[config.mk]
export PLATFORM = sky130hd
export DESIGN_NAME = md_unit_flat
export DESIGN_NICKNAME = d
export VERILOG_FILES = /design/src/rtl/md_unit_pkg.sv /design/src/rtl/md_unit_if.sv /design/src/rtl/md_unit_signfix.sv /design/src/rtl/md_unit.sv /design/src/flat_wrapper.sv
export SDC_FILE = /design/constraint.sdc
export NUM_CORES = 1
export LEC_CHECK = 0
export ABC_AREA = 1
export CAP_MARGIN = 30
export CORE_ASPECT_RATIO = 0.7
export CORE_MARGIN = 2
export CORE_UTILIZATION = 42
export CTS_CLUSTER_DIAMETER = 200
export DETAILED_ROUTE_END_ITERATION = 8
export GPL_TIMING_DRIVEN = 0
export SYNTH_ARGS = -nofsm -noshare
export SYNTH_HDL_FRONTEND = slang
export SYNTH_HIERARCHICAL = 1
export SYNTH_SLANG_ARGS = --single-unit
[constraint.sdc]
create_clock -name clk_i -period 7.71 [get_ports clk_i]
set_clock_uncertainty 0.05 [all_clocks]
set_input_delay 1.542 -clock clk_i [delete_from_list [all_inputs] [get_ports clk_i]]
set_output_delay 1.542 -clock clk_i [all_outputs]
set_load 0.05 [all_outputs]
[src/rtl/md_unit_pkg.sv]
// Shared constants for the iterative multiply/divide unit: operation codes,
// FSM state encodings and the fixed start-to-idle cycle count.
package md_unit_pkg;

    localparam int MD_WIDTH  = 32;
    localparam int MD_CYCLES = 34;

    localparam logic [1:0] MD_OP_MULT  = 2'b00;
    localparam logic [1:0] MD_OP_MULTU = 2'b01;
    localparam logic [1:0] MD_OP_DIV   = 2'b10;
    localparam logic [1:0] MD_OP_DIVU  = 2'b11;

    localparam logic [1:0] MD_ST_IDLE  = 2'd0;
    localparam logic [1:0] MD_ST_CALC  = 2'd1;
    localparam logic [1:0] MD_ST_FIXUP = 2'd2;
    localparam logic [1:0] MD_ST_DONE  = 2'd3;

endpackage

[src/rtl/md_unit_if.sv]
// Request/result bundle between the pipeline (master) and md_unit (slave).
interface md_unit_if
    import md_unit_pkg::*;
#(
    parameter int WIDTH = MD_WIDTH
);
    logic             start_i;
    logic [1:0]       op_i;
    logic [WIDTH-1:0] rs_i;
    logic [WIDTH-1:0] rt_i;
    logic             flush_i;
    logic             busy_o;
    logic             done_o;
    logic             div_zero_o;
    logic [WIDTH-1:0] hi_o;
    logic [WIDTH-1:0] lo_o;

    modport master (
        output start_i, op_i, rs_i, rt_i, flush_i,
        input  busy_o, done_o, div_zero_o, hi_o, lo_o
    );

    modport slave (
        input  start_i, op_i, rs_i, rt_i, flush_i,
        output busy_o, done_o, div_zero_o, hi_o, lo_o
    );
endinterface

[src/rtl/md_unit_signfix.sv]
// Combinational two's-complement negate on a 2*WIDTH value, either as one
// wide number (split=0, controlled by neg_lo) or as two independent halves.
module md_signfix #(
    parameter int WIDTH = 32
) (
    input  logic [2*WIDTH-1:0] val,
    input  logic               split,
    input  logic               neg_hi,
    input  logic               neg_lo,
    output logic [2*WIDTH-1:0] res
);
    logic [WIDTH-1:0] v_hi;
    logic [WIDTH-1:0] v_lo;

    assign v_hi = val[2*WIDTH-1:WIDTH];
    assign v_lo = val[WIDTH-1:0];

    always_comb begin
        if (split) begin
            res = {(neg_hi ? -v_hi : v_hi), (neg_lo ? -v_lo : v_lo)};
        end else begin
            res = neg_lo ? -val : val;
        end
    end
endmodule

[src/rtl/md_unit.sv]
// Iterative MULT/MULTU/DIV/DIVU into HI/LO: 34 cycles from accepted start to idle,
// done pulses in the last one; busy stalls the pipeline and further starts are dropped.
module md_unit
    import md_unit_pkg::*;
#(
    parameter int WIDTH = MD_WIDTH
) (
    input  logic     clk_i,
    input  logic     rst_i,
    md_unit_if.slave md
);
    localparam int               CNT_W    = $clog2(WIDTH);
    localparam logic [CNT_W-1:0] CNT_LAST = CNT_W'(WIDTH - 1);

    logic [1:0]         state;
    logic [CNT_W-1:0]   cnt;
    logic               is_div;
    logic               neg_a;
    logic               neg_b;
    logic               div_zero_pend;
    logic [WIDTH-1:0]   sh;
    logic [WIDTH-1:0]   dvs;
    logic [WIDTH-1:0]   rs_raw;
    logic [WIDTH-1:0]   hi;
    logic [WIDTH-1:0]   lo;
    logic               div_zero;
    logic [2*WIDTH-1:0] acc;
    logic [2*WIDTH-1:0] acc_nxt;
    logic [2*WIDTH-1:0] mags;
    logic [2*WIDTH-1:0] fixed;
    logic [WIDTH:0]     rem_sh;
    logic [WIDTH:0]     rem_sub;
    logic               op_div;
    logic               op_signed;
    logic               in_neg_a;
    logic               in_neg_b;

    assign op_div    = (md.op_i == MD_OP_DIV) || (md.op_i == MD_OP_DIVU);
    assign op_signed = (md.op_i == MD_OP_MULT) || (md.op_i == MD_OP_DIV);
    assign in_neg_a  = op_signed & md.rs_i[WIDTH-1];
    assign in_neg_b  = op_signed & md.rt_i[WIDTH-1];

    md_signfix #(.WIDTH(WIDTH)) u_operand_fix (
        .val    ({md.rs_i, md.rt_i}),
        .split  (1'b1),
        .neg_hi (in_neg_a),
        .neg_lo (in_neg_b),
        .res    (mags)
    );

    // Divide keeps remainder/quotient as separate halves; multiply negates the whole product.
    md_signfix #(.WIDTH(WIDTH)) u_result_fix (
        .val    (acc),
        .split  (is_div),
        .neg_hi (neg_a),
        .neg_lo (neg_a ^ neg_b),
        .res    (fixed)
    );

    // sh feeds bits MSB-first: multiplier bits for shift-add, dividend bits for restoring divide.
    always_comb begin
        rem_sh  = {acc[2*WIDTH-1:WIDTH], sh[WIDTH-1]};
        rem_sub = rem_sh - {1'b0, dvs};
        if (is_div) begin
            if (!rem_sub[WIDTH]) begin
                acc_nxt = {rem_sub[WIDTH-1:0], acc[WIDTH-2:0], 1'b1};
            end else begin
                acc_nxt = {rem_sh[WIDTH-1:0], acc[WIDTH-2:0], 1'b0};
            end
        end else begin
            acc_nxt = {acc[2*WIDTH-2:0], 1'b0} + (sh[WIDTH-1] ? {{WIDTH{1'b0}}, dvs} : '0);
        end
    end

    always_ff @(posedge clk_i or posedge rst_i) begin
        if (rst_i) begin
            state         <= MD_ST_IDLE;
            cnt           <= '0;
            is_div        <= 1'b0;
            neg_a         <= 1'b0;
            neg_b         <= 1'b0;
            div_zero_pend <= 1'b0;
            sh            <= '0;
            dvs           <= '0;
            rs_raw        <= '0;
            acc           <= '0;
            hi            <= '0;
            lo            <= '0;
            div_zero      <= 1'b0;
        end else begin
            case (state)
                MD_ST_IDLE: begin
                    if (md.start_i) begin
                        is_div        <= op_div;
                        neg_a         <= in_neg_a;
                        neg_b         <= in_neg_b;
                        div_zero_pend <= op_div && (md.rt_i == '0);
                        sh            <= mags[2*WIDTH-1:WIDTH];
                        dvs           <= mags[WIDTH-1:0];
                        rs_raw        <= md.rs_i;
                        acc           <= '0;
                        cnt           <= '0;
                        state         <= MD_ST_CALC;
                    end
                end
                MD_ST_CALC: begin
                    if (md.flush_i) begin
                        state <= MD_ST_IDLE;
                    end else begin
                        acc <= acc_nxt;
                        sh  <= {sh[WIDTH-2:0], 1'b0};
                        cnt <= cnt + CNT_W'(1);
                        if (cnt == CNT_LAST) begin
                            state <= MD_ST_FIXUP;
                        end
                    end
                end
                MD_ST_FIXUP: begin
                    if (md.flush_i) begin
                        state <= MD_ST_IDLE;
                    end else begin
                        if (div_zero_pend) begin
                            hi <= rs_raw;
                            lo <= '1;
                        end else begin
                            hi <= fixed[2*WIDTH-1:WIDTH];
                            lo <= fixed[WIDTH-1:0];
                        end
                        div_zero <= div_zero_pend;
                        state    <= MD_ST_DONE;
                    end
                end
                default: state <= MD_ST_IDLE;
            endcase
        end
    end

    assign md.busy_o     = (state != MD_ST_IDLE);
    assign md.done_o     = (state == MD_ST_DONE);
    assign md.div_zero_o = div_zero;
    assign md.hi_o       = hi;
    assign md.lo_o       = lo;
endmodule

[src/flat_wrapper.sv]
// flat-port wrapper written by rule: the top's interface ports become plain ports
module md_unit_flat import md_unit_pkg::*;
#(
    parameter int WIDTH = MD_WIDTH
)
  (clk_i, rst_i, md_start_i, md_op_i, md_rs_i, md_rt_i, md_flush_i, md_busy_o, md_done_o, md_div_zero_o, md_hi_o, md_lo_o);
  md_unit_if #(.WIDTH(WIDTH)) md_i ();
  input  logic clk_i;
  input  logic rst_i;
  input wire logic [$bits(md_i.start_i)-1:0] md_start_i;
  input wire logic [$bits(md_i.op_i)-1:0] md_op_i;
  input wire logic [$bits(md_i.rs_i)-1:0] md_rs_i;
  input wire logic [$bits(md_i.rt_i)-1:0] md_rt_i;
  input wire logic [$bits(md_i.flush_i)-1:0] md_flush_i;
  output wire logic [$bits(md_i.busy_o)-1:0] md_busy_o;
  output wire logic [$bits(md_i.done_o)-1:0] md_done_o;
  output wire logic [$bits(md_i.div_zero_o)-1:0] md_div_zero_o;
  output wire logic [$bits(md_i.hi_o)-1:0] md_hi_o;
  output wire logic [$bits(md_i.lo_o)-1:0] md_lo_o;
  assign md_i.start_i = md_start_i;
  assign md_i.op_i = md_op_i;
  assign md_i.rs_i = md_rs_i;
  assign md_i.rt_i = md_rt_i;
  assign md_i.flush_i = md_flush_i;
  assign md_busy_o = md_i.busy_o;
  assign md_done_o = md_i.done_o;
  assign md_div_zero_o = md_i.div_zero_o;
  assign md_hi_o = md_i.hi_o;
  assign md_lo_o = md_i.lo_o;
  md_unit #(.WIDTH(WIDTH)) u_core (.clk_i(clk_i), .rst_i(rst_i), .md(md_i));
endmodule
# Word-level counts from Yosys, hierarchy flattened
# Index checks and enable logic that the tools add are counted.
dict set report classes {
  n_div 0
  n_mux 25
  n_bitwise 4
  n_reduce_logical 12
  order_cmp 0
  shifts 0
  addsub 8
  mul 0
  eq_ne 9
}
# op count
set op_table {}
lappend op_table {{two-way mux 64 bit} 6}
lappend op_table {{two-way mux 32 bit} 9}
lappend op_table {{negator 32 bit} 4}
lappend op_table {{one-hot mux 64 bit (2 select lines)} 1}
lappend op_table {{adder 64 bit} 1}
lappend op_table {{negator 64 bit} 1}
lappend op_table {{one-hot mux 32 bit (2 select lines)} 1}
lappend op_table {{subtractor 33 x 32 -> 33 bit} 1}
lappend op_table {{zero test 32 bit} 1}
lappend op_table {{two-way mux 5 bit} 2}
lappend op_table {{one-hot mux 5 bit (2 select lines)} 1}
lappend op_table {{== test 2 bit, second input constant} 4}
lappend op_table {{two-way mux 2 bit} 4}
lappend op_table {{one-hot mux 2 bit (3 select lines)} 1}
lappend op_table {{AND reduction 2 bit} 3}
lappend op_table {{adder 5 x 1 -> 5 bit, second input constant} 1}
lappend op_table {{== test 5 bit, second input constant} 1}
lappend op_table {{zero test 2 bit} 2}
lappend op_table {{!= test 2 bit, second input constant} 2}
lappend op_table {{nonzero test 2 bit} 2}
lappend op_table {{!= test 3 x 2 -> 1 bit, second input constant} 1}
lappend op_table {{AND reduction 3 bit} 1}
lappend op_table {{AND 1 bit} 2}
lappend op_table {{== test 2 x 1 -> 1 bit, second input constant} 1}
lappend op_table {{other kinds (4)} 5}
dict set report word_totals {
  latch_bits 0
  inputBits 70
  romBits 0
  out_inout_bits 67
  ramBits 0
  word_cells 71
  regBits 236
  memories 0
}

# Depth between registers and ports, before layout
dict set report depth {
  ltp_word 6
  depth_mapped 20
  mapped_depth_nobuf 19
}

# Cells and area by module
# Netlist, hierarchy kept.
# module n_inst seq_area_each_um2 area_each_um2 cells_per_inst
set modules_own_cells {}
lappend modules_own_cells {md_unit 1 5905.7 17581.9 2789}
lappend modules_own_cells {{md_signfix at u_core.u_operand_fix} 1 0.0 2602.5 529}
lappend modules_own_cells {{md_signfix at u_core.u_result_fix} 1 0.0 2592.5 524}

# Worst setup path before layout
# No wires, ideal clock.
dict set report synth_path {
  path_kind {input-to-reg}
  startpoint {input port md_rs_i[0]}
  endpoint {register u_core.sh[24]}
  setup_slack_ns 4.716
  setup_ns 0.130
  arrival_ns 2.814
  required_time_ns 7.530
  path_stages 10
  path_buffers 0
  path_cell_list {inv_1 > ha_1 > nand2_1 > nor3_2 > nand2_1 > nor2_1 > o21ai_0 > xor2_1 > o211ai_1 > o21ai_0}
}
dict set report synth_between {
  elab_chain_len 4
}
# element line_no
set synth_rtl {}
lappend synth_rtl {{start: declaration} flat_wrapper.sv:12} ;# input wire logic [$bits(md_i.rs_i)-1:0] md_rs_i;
lappend synth_rtl {{negator 32 bit} md_unit_signfix.sv:20} ;# res = {(neg_hi ? -v_hi : v_hi), (neg_lo ? -v_lo : v_lo)};
lappend synth_rtl {{two-way mux 32 bit} md_unit_signfix.sv:20}
lappend synth_rtl {{net u_core.mags[56]} md_unit.sv:29} ;# logic [2*WIDTH-1:0] mags;
lappend synth_rtl {{two-way mux 32 bit} md_unit.sv:93} ;# if (md.start_i) begin
lappend synth_rtl {{one-hot mux 32 bit (2 select lines)} md_unit.sv:91} ;# case (state)
lappend synth_rtl {{end signal: assignment} md_unit.sv:98} ;# sh <= mags[2*WIDTH-1:WIDTH];
lappend synth_rtl {{end signal: assignment} md_unit.sv:111} ;# sh <= {sh[WIDTH-2:0], 1'b0};
lappend synth_rtl {{end: declaration} md_unit.sv:21} ;# logic [WIDTH-1:0] sh;
# The timed path passes the listed nets, and every way through them passes these cells. The select of a mux whose other input is x is not followed.
# A chain may end at the register's enable or synchronous reset.

# Final worst setup path
dict set report layout_path {
  startpoint {input port md_rs_i[31]}
  endpoint {register u_core.sh[31]}
}
dict set report layout_between {
  elab_chain_len 4
  elab_cells_between_ends 5
  cone_classes {add/sub: 1; mux: 3; bitwise: 1}
}
# element line_no
set layout_rtl {}
lappend layout_rtl {{AND 1 bit} md_unit.sv:40} ;# assign in_neg_a = op_signed & md.rs_i[WIDTH-1];
lappend layout_rtl {{net u_core.in_neg_a} md_unit.sv:35} ;# logic in_neg_a;
lappend layout_rtl {{two-way mux 32 bit} md_unit_signfix.sv:20}
lappend layout_rtl {{net u_core.mags[63]} md_unit.sv:29}
lappend layout_rtl {{two-way mux 32 bit} md_unit.sv:93}
lappend layout_rtl {{one-hot mux 32 bit (2 select lines)} md_unit.sv:91}
# The timed path passes the listed nets, and every way through them passes these cells. The select of a mux whose other input is x is not followed.

==> out/metrics.cfg <==
[sta]
hold_viol = 0
fmax_ghz = 0.265
post-route-min-period_ns = 3.77
setup_violations = 0
period_share_pct = 48.9
worst_slew_pin_slew_ns = 0.935
slew_viol_final = 0
rsz0062_at_grt = false
setup_tns_ns = 0
slew_headroom_pct = 37.2

[power]
power.leakage_nw = 13.9
ir_drop_uv = 310
powerDensity_nw_per_um2 = 450

[cells_and_area]
design_area_um2 = 26200
stdcell_count = 4766
final_layout_size_suffix_gt1_share_pct = 6.07
nNetsFinal = 4156
syn_to_final_growth_pct = 14.8
final_core_util_pct = 48.7

[worst_setup_path]
reg2reg_slack_ns = 3.96
crit_path_start = md_rs_i[31]
path_class = in2reg
worstPathArrival_ns = 4.15
cp-start-kind = primary input
worst-path-max-fanout = 10
r2r_end = u_core/acc[26]
crit_required_ns = 8.09
crit_path_end = u_core/sh[31]
r2r-start = u_core/sh[31]
reg2regPathDepth = 16
crit_path_end_kind = flop

[cts]
cts_num_sinks = 236
root_buffer = clkbuf_16
cts_setup_buffers = 0
numCtsBuffers = 27
cts.clk_slew.worst_paths_ns = 0.06
htreeDepth = 1
insertion_delay_ns = 0.59
hold_buffers = 0
cts_tree = yes
cts_buffer_depth = 3
cts_resized = 0

[global_route]
antenna_found_initial = 0
track_usage_pct = 33.1
grt_pass1_wl_um = 139000
grt_overflow = 0
grt_pass1_vias = 22600
grt_max_degree = 42

[yosys]
async_flop_share_pct = 100
syn_avg_cell_area_um2 = 5.93
synthTopCellsByCount = 1,431 x nand2_1, 555 x inv_1, 389 x nor2_1
yosysUniqueCellTypes = 51
syn_inst = 3842
synth_seq_cells = 236
yosysTopAreaCell = dfrtp_1
synth.cell_area_um2 = 22800
synth-edff-count = 0
yosysTopAreaCellShare_pct = 25.9
synth_flop_cell = dfrtp_1
yosys_warnings = 6
synth-seq-area-share_pct = 25.9
yosysMostFrequentCell = nand2_1
ys_top_cells_by_area = dfrtp_1 26%, nand2_1 24%, inv_1 9.1%, nor2_1 6.4%, nand3_1 5.8%
synth_nets = 3984

[routing]
vias = 25200
finalWirelength_um = 94100
final_antenna_net_count = 0
dr.pass1.iters = 6
wire_per_inst_um = 19.7
post-route-drc-count = 0
drt_first_iter_violations = 2859
viasPerCell = 5.29

[floorplanning]
die_x_um = 282
num_rows = 71
die_h_um = 199
die_area_um2 = 56100
io-pin-count = 137
start_util_pct = 42.4
core_um2 = 53700

[placement]
placed_cells = 4715
hpwlAfterDp_um = 78200
io_buffers = 136
placed_cell_area_um2 = 25200
gp_congestion = 1.03

[job]
maxCapViolations = 0

[run_status]
status = complete, no violations

[hold_path]
min_path_type = reg2reg

layer usage:
| layer | GRT usage, % | wire length [um] |
|---|---|---|
| met1 | 50.8 | 45000 |
| met2 | 45.3 | 36200 |
| met3 | 9.27 | 11100 |
| met4 | 6.47 | 1800 |
| met5 | 0 | 0 |
worst max-delay path, stage by stage:
cell and delay, ns:
clkdlybuf4s50_1 0.50, inv_1 0.12, nor2_1 0.22, buf_2 0.27, clkbuf_1 0.52, o21ai_0 0.19
nand2_1 0.12, nand2_1 0.06, nand2_1 0.05, nand2_1 0.09, o211ai_1 0.31, o21ai_0 0.16
flip-flops by register name (all words and copies together), names as in the netlist:
register and flops:
u_core/neg_b 1, u_core/div_zero_pend 1, u_core/md.lo_o 32, u_core/neg_a 1, u_core/dvs 32, u_core/rs_raw 32
u_core/md.div_zero_o 1, u_core/state 2, u_core/cnt 5, u_core/md.hi_o 32, u_core/acc 64, u_core/is_div 1
u_core/sh 32
cell type report:
class | instances | area, um2
inverter | 570 | 2140
multi-input combinational | 2914 | 14200
tap | 730 | 913
sequential | 236 | 5910
timing repair buffer | 143 | 1490
clock inverter | 12 | 173
antenna | 1 | 2.50
fill | 5884 | 27500
clock buffer | 38 | 797
buffer | 122 | 572
cells by family after synthesis:
| group | synth area share (%) |
|---|---|
| fa+ha+maj | 4.02 |
| other cells | 0.0165 |
| flops | 25.9 |
| compound gates | 10.6 |
| xor+xnor | 4.69 |
| buf+inv | 11.9 |
| simple gates | 42.9 |
report_power, final:
| part | switching (W) | internal [W] |
|---|---|---|
| clock network | 0.000591 | 0.000831 |
| logic | 0.00541 | 0.00244 |
| registers | 0.000717 | 0.00177 |
| total | 0.00672 | 0.00505 |
placed cells by master, fill, tap and decap left out, types with 12 or more instances in the layout:
master           netlist  final
a21oi_1               86     86
and2_1                15     15
buf_2                 32     32
clkbuf_1              72     75
clkbuf_16              0     27
clkdlybuf4s50_1        0    136
dfrtp_1              236    236
ha_1                  70     70
inv_1                555    554
inv_2                 13     13
nand2_1             1431   1431
nand2_2               32     32
nand3_1              264    264
nand3_2               25     25
nand3b_1              25     25
nand4_1               41     41
nor2_1               389    389
nor2_2                27     27
nor2_4                12     12
nor3_1                25     25
o211ai_1              40     40
o21ai_0              186    186
o21ai_1               19     19
o31ai_1               33     33
xnor2_1               58     58
xor2_1                64     64
worst min path at each step:
stage                             startpoint                  to  slack (ns)  depth (start not counted)
after global placement      u_core/rs_raw[4]    u_core/rs_raw[4]        0.41                          2
after detailed placement   u_core/md.lo_o[4]   u_core/md.lo_o[4]        0.41                          2
final                      u_core/md.lo_o[4]   u_core/md.lo_o[4]        0.42                          2
after global routing      u_core/md.lo_o[24]  u_core/md.lo_o[24]        0.44                          2
after CTS                  u_core/md.lo_o[4]   u_core/md.lo_o[4]        0.42                          2
after floorplan             u_core/rs_raw[0]    u_core/rs_raw[0]        0.39                          2
per-stage QoR:
| step | hold slack (ns) | setup WS [ns] | power [W] |
|---|---|---|---|
| floorplan | 0.393 | 3.03 | 0.00753 |
| global placement | 0.406 | 1.10 | 0.0101 |
| detailed placement | 0.408 | 3.41 | 0.0101 |
| CTS | 0.422 | 4.00 | 0.0116 |
| global route | 0.438 | 3.70 | 0.0126 |
| finish | 0.418 | 3.94 | 0.0118 |
No activity file was read; power rests on OpenSTA's default activity.
